File: src/rtl/bist_controller_if.sv
// Control/datapath bundle for the BIST sequencer; master = controller side.
// sig_cap is present only when BIST_SIG_CAPTURE_EN is defined.
interface bist_controller_if #(
    parameter int CNT_W = 16,
    parameter int SIG_W = 8
);
    logic             start;
    logic             abort;
    logic [SIG_W-1:0] sig_in;
    logic             tpg_en;
    logic             misr_en;
    logic             dp_clr;
    logic [CNT_W-1:0] pat_cnt;
    logic             busy;
    logic             done;
    logic             pass;
`ifdef BIST_SIG_CAPTURE_EN
    logic [SIG_W-1:0] sig_cap;
`endif

    modport master (
        input  start, abort, sig_in,
        output tpg_en, misr_en, dp_clr, pat_cnt, busy, done, pass
`ifdef BIST_SIG_CAPTURE_EN
        , output sig_cap
`endif
    );

    modport slave (
        output start, abort, sig_in,
        input  tpg_en, misr_en, dp_clr, pat_cnt, busy, done, pass
`ifdef BIST_SIG_CAPTURE_EN
        , input sig_cap
`endif
    );
endinterface

File: src/rtl/bist_controller.sv
// BIST sequencer: clear TPG/MISR, run PATTERN_COUNT patterns, flush, compare (BIST_SIG_CAPTURE_EN adds sig_cap).
// Latency: start sampled at edge 0 -> done high after edge PATTERN_COUNT+3.
// No backpressure: start is a level request, abort cancels an active run on the next edge.
module bist_controller #(
    parameter int             PATTERN_COUNT = 255,
    parameter int             CNT_W         = 16,
    parameter int             SIG_W         = 8,
    parameter logic [SIG_W-1:0] GOLDEN_SIG  = 8'h00
) (
    input  logic               clk,
    input  logic               rst,
    bist_controller_if.master  bus
);
    localparam int               PC_EFF = (PATTERN_COUNT < 1) ? 1 : PATTERN_COUNT;
    localparam logic [CNT_W-1:0] LAST   = CNT_W'(PC_EFF - 1);

    typedef enum logic [2:0] {
        IDLE, INIT, RUN, FLUSH, COMPARE, DONE
    } state_t;

    state_t state;
    logic   active;

    assign active = (state == INIT) || (state == RUN) ||
                    (state == FLUSH) || (state == COMPARE);

    always_ff @(posedge clk or posedge rst) begin
        if (rst) begin
            state       <= IDLE;
            bus.tpg_en  <= 1'b0;
            bus.misr_en <= 1'b0;
            bus.dp_clr  <= 1'b0;
            bus.busy    <= 1'b0;
            bus.done    <= 1'b0;
            bus.pass    <= 1'b0;
            bus.pat_cnt <= '0;
`ifdef BIST_SIG_CAPTURE_EN
            bus.sig_cap <= '0;
`endif
        end else begin
            bus.dp_clr <= 1'b0;
            // The pattern applied in an aborted RUN cycle still counts.
            if (state == RUN && bus.pat_cnt != '1)
                bus.pat_cnt <= bus.pat_cnt + 1'b1;

            if (active && bus.abort) begin
                state       <= IDLE;
                bus.tpg_en  <= 1'b0;
                bus.misr_en <= 1'b0;
                bus.busy    <= 1'b0;
                bus.done    <= 1'b0;
                bus.pass    <= 1'b0;
            end else begin
                case (state)
                    IDLE: if (bus.start) begin
                        state       <= INIT;
                        bus.dp_clr  <= 1'b1;
                        bus.busy    <= 1'b1;
                        bus.done    <= 1'b0;
                        bus.pass    <= 1'b0;
                        bus.pat_cnt <= '0;
`ifdef BIST_SIG_CAPTURE_EN
                        bus.sig_cap <= '0;
`endif
                    end
                    INIT: begin
                        state       <= RUN;
                        bus.tpg_en  <= 1'b1;
                        bus.misr_en <= 1'b1;
                    end
                    RUN: if (bus.pat_cnt == LAST) begin
                        state      <= FLUSH;
                        bus.tpg_en <= 1'b0;
                    end
                    FLUSH: begin
                        state       <= COMPARE;
                        bus.misr_en <= 1'b0;
                    end
                    COMPARE: begin
                        state    <= DONE;
                        bus.busy <= 1'b0;
                        bus.done <= 1'b1;
                        bus.pass <= (bus.sig_in == GOLDEN_SIG);
`ifdef BIST_SIG_CAPTURE_EN
                        bus.sig_cap <= bus.sig_in;
`endif
                    end
                    DONE: if (!bus.start) state <= IDLE;
                    default: state <= IDLE;
                endcase
            end
        end
    end
endmodule

File: src/flat_wrapper.sv
// flat-port wrapper written by rule: the top's interface ports become plain ports
module bist_controller_flat 
#(
    parameter int             PATTERN_COUNT = 255,
    parameter int             CNT_W         = 16,
    parameter int             SIG_W         = 8,
    parameter logic [SIG_W-1:0] GOLDEN_SIG  = 8'h00
)
  (clk, rst, bus_start, bus_abort, bus_sig_in, bus_tpg_en, bus_misr_en, bus_dp_clr, bus_pat_cnt, bus_busy, bus_done, bus_pass);
  bist_controller_if #(.CNT_W(CNT_W), .SIG_W(SIG_W)) bus_i ();
  input  logic clk;
  input  logic rst;
  input wire logic [$bits(bus_i.start)-1:0] bus_start;
  input wire logic [$bits(bus_i.abort)-1:0] bus_abort;
  input wire logic [$bits(bus_i.sig_in)-1:0] bus_sig_in;
  output wire logic [$bits(bus_i.tpg_en)-1:0] bus_tpg_en;
  output wire logic [$bits(bus_i.misr_en)-1:0] bus_misr_en;
  output wire logic [$bits(bus_i.dp_clr)-1:0] bus_dp_clr;
  output wire logic [$bits(bus_i.pat_cnt)-1:0] bus_pat_cnt;
  output wire logic [$bits(bus_i.busy)-1:0] bus_busy;
  output wire logic [$bits(bus_i.done)-1:0] bus_done;
  output wire logic [$bits(bus_i.pass)-1:0] bus_pass;
  assign bus_i.start = bus_start;
  assign bus_i.abort = bus_abort;
  assign bus_i.sig_in = bus_sig_in;
  assign bus_tpg_en = bus_i.tpg_en;
  assign bus_misr_en = bus_i.misr_en;
  assign bus_dp_clr = bus_i.dp_clr;
  assign bus_pat_cnt = bus_i.pat_cnt;
  assign bus_busy = bus_i.busy;
  assign bus_done = bus_i.done;
  assign bus_pass = bus_i.pass;
  bist_controller #(.PATTERN_COUNT(PATTERN_COUNT), .CNT_W(CNT_W), .SIG_W(SIG_W), .GOLDEN_SIG(GOLDEN_SIG)) u_core (.clk(clk), .rst(rst), .bus(bus_i));
endmodule
File: config.mk
export PLATFORM = sky130hd
export DESIGN_NAME = bist_controller_flat
export DESIGN_NICKNAME = d
export VERILOG_FILES = /design/src/rtl/bist_controller_if.sv /design/src/rtl/bist_controller.sv /design/src/flat_wrapper.sv
export SDC_FILE = /design/constraint.sdc
export NUM_CORES = 1
export LEC_CHECK = 0
export ABC_AREA = 1
export ABC_CLOCK_PERIOD_IN_PS = 2600
export BUFFER_PORTS_ARGS = -buffer_cell sky130_fd_sc_hd__clkbuf_2
export CORE_ASPECT_RATIO = 0.5
export CORE_MARGIN = 5
export CORE_UTILIZATION = 57
export DETAILED_ROUTE_END_ITERATION = 16
export PLACE_DENSITY = 0.88
export SETUP_SLACK_MARGIN = 0.15
export SYNTH_ARGS = -nofsm -noshare
export SYNTH_HDL_FRONTEND = slang
export SYNTH_SLANG_ARGS = --single-unit
File: constraint.sdc
create_clock -name clk -period 2.6 [get_ports clk]
set_input_delay 0.26 -clock clk [delete_from_list [all_inputs] [get_ports clk]]
set_output_delay 0.26 -clock clk [all_outputs]
set_load 0.005 [all_outputs]
==> results of run 1 <==
## per-layer routing
| metal | part of all wire, % | track usage [%] |
|---|---|---|
| met4 | 1.4 | 6.515 |
| met5 | 0 | 0 |
| met1 | 43 | 22.97 |
| met2 | 47 | 34.39 |
| met3 | 8.6 | 4.821 |
## cell usage in the layout (no fill, tap or decap), types with 2 or more instances in the layout
cell      count
nor2_2        3
clkbuf_2     33
dfrtp_1      25
nand2_1      70
o21ai_0       3
nor4_1        2
inv_1        25
nor2_1       33
nor2_4        3
nand4_1       4
clkbuf_8      3
nor3_1        4
nand3_1      19
a21oi_1      13
nand2_2       2
xnor2_1       2
ha_1          2
## power by group
part / switching [mW] / total, mW / internal [mW]
clock: 0.125 / 0.233 / 0.107
combinational: 0.269 / 0.413 / 0.144
sequential: 0.0606 / 0.514 / 0.453
## final timing paths
check	start	to	slack, ns	cells past startpoint
min in group clk	bus_abort	u_core.state[1]$_DFFE_PP0P_	0.20	2
setup reg to reg	u_core.bus.pat_cnt[0]$_DFF_PP0_	u_core.bus.pat_cnt[14]$_DFF_PP0_	0.88	9
max in group asynchronous	rst	u_core.bus.pat_cnt[12]$_DFF_PP0_	1.87	2
hold / removal	rst	u_core.bus.tpg_en$_DFFE_PP0P_	0.16	2
hold reg to reg	u_core.bus.pass$_DFFE_PP0P_	u_core.bus.pass$_DFFE_PP0P_	0.48	2
setup / recovery	u_core.bus.pat_cnt[0]$_DFF_PP0_	u_core.bus.pat_cnt[14]$_DFF_PP0_	0.88	9
## worst register-to-register path, cell delays in order, from the launching register on
cell,delay (ns)
dfrtp_1,0.43
ha_1,0.26
inv_1,0.12
nor2_4,0.06
nand2_2,0.11
nor2_4,0.06
nor2_4,0.29
inv_2,0.13
nand2_1,0.08
a21oi_1,0.07
## area by class of cell
type                       count  area share [%]
clock buffer                   3           2.350
inverter                      26           5.556
clock inverter                 1          0.2849
tap                           37           2.635
sequential                    25           35.61
multi-input combinational    165           44.16
timing repair buffer          33           9.402
## kinds of logic (layout without fill, tap and decap cells)
group	count (synthesis)	in the layout	synth area share [%]
and+or+nand+nor	141	141	41.04
buffers and inverters	28	63	7.514
DFF	25	25	41.29
AOI/OAI and AO/OA	20	20	7.349
adders and majority gates	2	2	1.651
xor gates and xnor gates	2	2	1.156
## sequential cells by signal, indices dropped and copies added, names as in the netlist
name / cells
u_core.bus.tpg_en: 1
u_core.state: 3
u_core.bus.pat_cnt: 16
u_core.bus.dp_clr: 1
u_core.bus.busy: 1
u_core.bus.done: 1
u_core.bus.pass: 1
u_core.bus.misr_en: 1
## per-stage QoR
| stage | setup WS [ns] | total power, mW |
|---|---|---|
| 2_1_floorplan | 1.111 | 0.8149 |
| 3_3_place_gp | 0.9617 | 0.9079 |
| 3_5_place_dp | 0.8921 | 0.9334 |
| 4_1_cts | 0.8760 | 1.168 |
| 5_1_grt | 0.7224 | 1.243 |
| 6_report | 0.8765 | 1.160 |
==> impl_metrics.toml, run 1 <==
[floorplanning]
io_pins = 34
fp.dieH_um = 46.46
fp.dieW_um = 82.92
coreArea_mm2 = 0.002570
dieArea_mm2 = 0.003852
rows = 13
initial_utilization_pct = 58.96

[layout]
diodes = 0
syn_to_final_growth_pct = 15.94
fin_nets = 268
nFillCells = 221
fin_util_pct = 68.35
seq_area_um2 = 625.6
stdcell_area_mm2 = 0.001757
final-instance-count-excl-fill = 290
drive_above_1_share_pct = 18.97
multi_input_area_um2 = 775.7

[placed_design]
dp_hpwl_um = 2649
postPlaceCellArea_mm2 = 0.001710
place_inst = 286
io_buffers = 33
place_congestion = 0.8968

[routing]
drc_errors = 0
dr.pass1.iters = 4
routed_via_density = 5.245
ant_nets = 0
finalWirelength_um = 3424
drt_iter0_drc = 119
wl_per_cell_um = 11.81
vias = 1521

[logic_synthesis]
avgSynthCellArea_um2 = 6.950
yosysMostFrequentCell = "nand2_1"
synth.distinct_cells = 23
ys_seq_area_share_pct = 41.29
synth-edff-count = 0
syn_inst = 218
syn_nets = 232
synthFlopType = "dfrtp_1"
ys_warn_count = 0
netlist_top_cells_area = "dfrtp_1 41%, nand2_1 17%, nor2_1 8.2%"
ys_async_sr_fraction_pct = 100.0
synth_common_cells = "70 x nand2_1, 33 x nor2_1, 25 x dfrtp_1, 25 x inv_1, 19 x nand3_1"
synth_area_mm2 = 0.001515
synth_top_area_cell = "dfrtp_1"
synth_top_area_share_pct = 41.29
ys_ff_latch = 25

[critical_path]
crit_path_cell_trace = "ha_1 > inv_1 > nor2_4 > nand2_2 > nor2_4 > nor2_4 > inv_2 > nand2_1 > a21oi_1"
crit_slowest_cell = "dfrtp_1"
crit_top_cell = "nor2_4"
criticalPathCategory = "flip-flop to flip-flop"
worstPathArrival_ns = 1.88
cp.required_ns = 2.76
start_kind = "flip-flop"
crit_buf_inv = 2
cp_top_family = "simple AND/OR/NAND/NOR gates"
crit_fanout = 16
endpoint_kind = "flip-flop"
critPathMaxStageDelay_ns = 0.43

[timing]
fin_crit_ns = 1.723
hold_viol = 0
fin_skew_ns = 0.002739
fmax_mhz = 580.2
worst-slew-pin-transition_ns = 0.9275
finalSetupViolCount = 0
rsz0062_at_grt = "false"
slew_headroom_pct = 38.10
fin_crit_sh_pct = 66.29
tns_ns = 0
finalMaxSlewViolations = 0
holdWs_ns = 0.1577

[grt]
grt_max_degree = 26
overflow = 0
grt_use_total_pct = 19.02
grt_pass1_wl_um = 5727
antenna_found_initial = 0
grt_pass1_vias = 1328

[power_and_ir_drop]
irDropWorstVdd_v = 0.0003869
power_leakage_nw = 0.8963
power_density_mw_per_mm2 = 660.2

[run_status]
status = "complete, no violations"

[clocking]
clock_path_buffers = 2
ctsHoldBuffers = 0
cts_buffers = 3
cts_root_buf = "clkbuf_8"
clk_latency_ns = 0.27
clk_pin_slew_worst_paths_ns = 0.09
cts_sinks = 25
postCtsSetupRepairBufs = 0
postCtsResizedCells = 0
cts_tree = "done"
cts_max_level = 1

[job]
drv_cap = 0

[worst_hold_path]
hold_path_class = "input port to async pin"
No activity file was read; power rests on OpenSTA's default activity.
==> run 2: changes to the inputs <==
--- a/config.mk
+++ b/config.mk
@@ -6,13 +6,13 @@
 export NUM_CORES = 1
 export LEC_CHECK = 0
 export ABC_AREA = 1
-export ABC_CLOCK_PERIOD_IN_PS = 2600
+export ABC_CLOCK_PERIOD_IN_PS = 1570
 export BUFFER_PORTS_ARGS = -buffer_cell sky130_fd_sc_hd__clkbuf_2
 export CORE_ASPECT_RATIO = 0.5
 export CORE_MARGIN = 5
-export CORE_UTILIZATION = 57
+export CORE_UTILIZATION = 48
 export DETAILED_ROUTE_END_ITERATION = 16
-export PLACE_DENSITY = 0.88
+export PLACE_DENSITY = 0.8
 export SETUP_SLACK_MARGIN = 0.15
 export SYNTH_ARGS = -nofsm -noshare
 export SYNTH_HDL_FRONTEND = slang
==> constraint.sdc (replaced) <==
create_clock -name clk -period 1.57 [get_ports clk]
set_input_delay 0.157 -clock clk [delete_from_list [all_inputs] [get_ports clk]]
set_output_delay 0.157 -clock clk [all_outputs]
set_load 0.005 [all_outputs]
==> run 2 against run 1 <==
  * Clock skew hardly changed
  * Sequential share of layout area is 6.0 points lower
  * Non-clock buffer count increased by 30
  * Critical endpoint is now u_core.bus.pat_cnt[5]$_DFF_PP0_
  * Largest power group is now combinational logic
  * Highest routed layer unchanged
==> impl_metrics.toml, run 2 (synthesis results as in run 1) <==
[floorplanning]
initial_utilization_pct = 50.29
io_pins = 34
coreArea_mm2 = 0.003013
fp.dieW_um = 89.46
dieArea_mm2 = 0.004449
fp.dieH_um = 49.73
rows = 14

[power_and_ir_drop]
swShare_pct = 39.91
power_density_mw_per_mm2 = 1046
power_frac_comb_pct = 45.2
switchingPower_mw = 0.8812
irDropWorstVdd_v = 0.0005274
power_leakage_nw = 1.098
p_seq_share_pct = 37.1
clkPwrFrac_pct = 17.7
power.internal_mw = 1.327

[critical_path]
crit_fanout = 4
regToRegSetupSlack_ns = 0.001
r2r_start = "u_core.bus.pat_cnt[2]$_DFF_PP0_"
cp.required_ns = 1.74
r2r_end = "u_core.bus.pat_cnt[5]$_DFF_PP0_"
worstPathArrival_ns = 1.74
r2r_cells = 7
start_kind = "flip-flop"
endpoint_kind = "flip-flop"
criticalPathCategory = "flip-flop to flip-flop"
crit_path_cell_trace = "buf_4 > nand3_1 > buf_4 > nor3_1 > nand3_1 > nand2_1 > nor2_1"
crit_slowest_cell = "dfrtp_1"
critPathMaxStageDelay_ns = 0.40

[grt]
antenna_found_initial = 0
grt_use_total_pct = 20.58
grt_max_degree = 26
grt_pass1_wl_um = 7210
overflow = 0
grt_pass1_vias = 1669

[layout]
final_cell_mix = "63 x nand2_1, 33 x clkbuf_2, 27 x buf_4"
syn_to_final_growth_pct = 39.31
top_register = "u_core.bus.pat_cnt"
multi_input_area_um2 = 875.8
drive_above_1_share_pct = 36.04
fin_nets = 298
final_common_cell = "nand2_1"
reg_top3 = "u_core.bus.pat_cnt: 16 flops, u_core.state: 3 flops"
largest_reg_flops = 16
diodes = 0
nFillCells = 226
seq_area_um2 = 625.6

[clocking]
cts_sinks = 25
clk_pin_slew_worst_paths_ns = 0.09
cts_buffers = 3
cts_tree = "done"
cts_max_level = 1
clk_latency_ns = 0.27
cts_root_buf = "clkbuf_8"
clock_path_buffers = 2

[routing]
ant_nets = 0
routed_via_density = 5.585
finalWirelength_um = 4849
wl_per_cell_um = 15.01
drc_errors = 0
drt_iter0_drc = 190
vias = 1804
dr.pass1.iters = 5

[placed_design]
dpl_worst_slack_ns = -0.01360
io_buffers = 33
dp_hpwl_um = 2966
place_congestion = 0.9236

[worst_hold_path]
hold_path_class = "input port to flip-flop"
min_to = "u_core.state[1]$_DFFE_PP0P_"
hold_start = "bus_abort"
hold-path-cell-count = 2

[timing]
fin_ws_ns = 0.001045
fin_crit_sh_pct = 99.93
worst-slew-pin-transition_ns = 0.3824
rsz0062_at_grt = "true"
finalMaxSlewViolations = 0
hold_viol = 0
slew_headroom_pct = 74.31
fin_skew_ns = 0.002907
tns_ns = 0
fin_crit_ns = 1.569
fmax_mhz = 637.4
finalSetupViolCount = 0

[run_status]
status = "complete, no violations"

[job]
drv_cap = 0
[run 2: cell count changes in the layout (fill, tap and decap cells not counted), sizes merged]
cell         delta
clkinv          -1
clkbuf          +1
buf            +29
dlygate4sd3     +1
[run 2: how the worst max path moves through the flow]
stage	depth (start not counted)	slack [ns]	end	start
floorplan	9	0.15	u_core.bus.pat_cnt[6]$_DFF_PP0_	u_core.bus.pat_cnt[1]$_DFF_PP0_
global placement	9	0.06	u_core.bus.pat_cnt[0]$_DFF_PP0_	u_core.bus.pat_cnt[1]$_DFF_PP0_
detailed placement	9	-0.01	u_core.bus.pat_cnt[0]$_DFF_PP0_	u_core.bus.pat_cnt[1]$_DFF_PP0_
CTS	9	0.16	u_core.bus.pat_cnt[7]$_DFF_PP0_	u_core.bus.pat_cnt[15]$_DFF_PP0_
global route	7	-0.08	u_core.bus.pat_cnt[5]$_DFF_PP0_	u_core.bus.pat_cnt[0]$_DFF_PP0_
finish	7	0.001	u_core.bus.pat_cnt[5]$_DFF_PP0_	u_core.bus.pat_cnt[2]$_DFF_PP0_
[run 2: power by group through the flow]
stage | registers (mW) | clock network, mW | logic [mW]
after floorplan | 0.853 | 0 | 0.496
after global placement | 0.825 | 0 | 0.755
after detailed placement | 0.829 | 0 | 0.789
after CTS | 0.815 | 0.392 | 0.871
after global routing | 0.831 | 0.444 | 1.11
final | 0.818 | 0.391 | 0.999
[run 2: critical path: cells and delay by family, from the launching register on]
kind	cells	cell delay, ns
AND/OR/NAND/NOR	5	0.74
buffers and inverters	2	0.32
flip-flops	1	0.40
[run 2: timing repair]
| action | CTS | global route |
|---|---|---|
| hold endpoints to repair | 25 | 0 |
| hold buffers | 1 | 0 |
| setup buffers | 7 | 4 |
| pin swaps | 3 | 3 |
| endpoints found under the setup margin | 16 | 21 |
| gates resized for setup | 6 | 29 |
[run 2: metrics by stage]
step	utilization (%)	power, mW	std cells	area [um^2]	hold WS, ns
after floorplan	-	1.349	218	1518	0.1843
after global placement	61.46	1.580	307	1852	0.2008
after detailed placement	61.46	1.618	307	1852	0.2157
after CTS	66.20	2.079	319	1994	0.1151
after global routing	70.06	2.383	323	2111	0.1169
final	70.06	2.208	323	2111	0.1062
[run 2: layout make-up]
class,instances,share of cell area [%]
multi-input combinational,165,41.49
sequential,25,29.64
timing repair buffer,63,19.38
inverter,26,4.979
tap,40,2.371
clock buffer,4,2.134
[run 2: routing by layer]
metal  vias to the layer above  share of wire (%)  wire [um]  global-route usage (%)
li1                        829                  -          -                       -
met1                       826                 40       1943                   24.49
met2                       112                 46       2234                   35.33
met3                        37                8.2        398                   4.992
met4                         0                5.6        273                   8.416
met5                         -                  0          0                       0
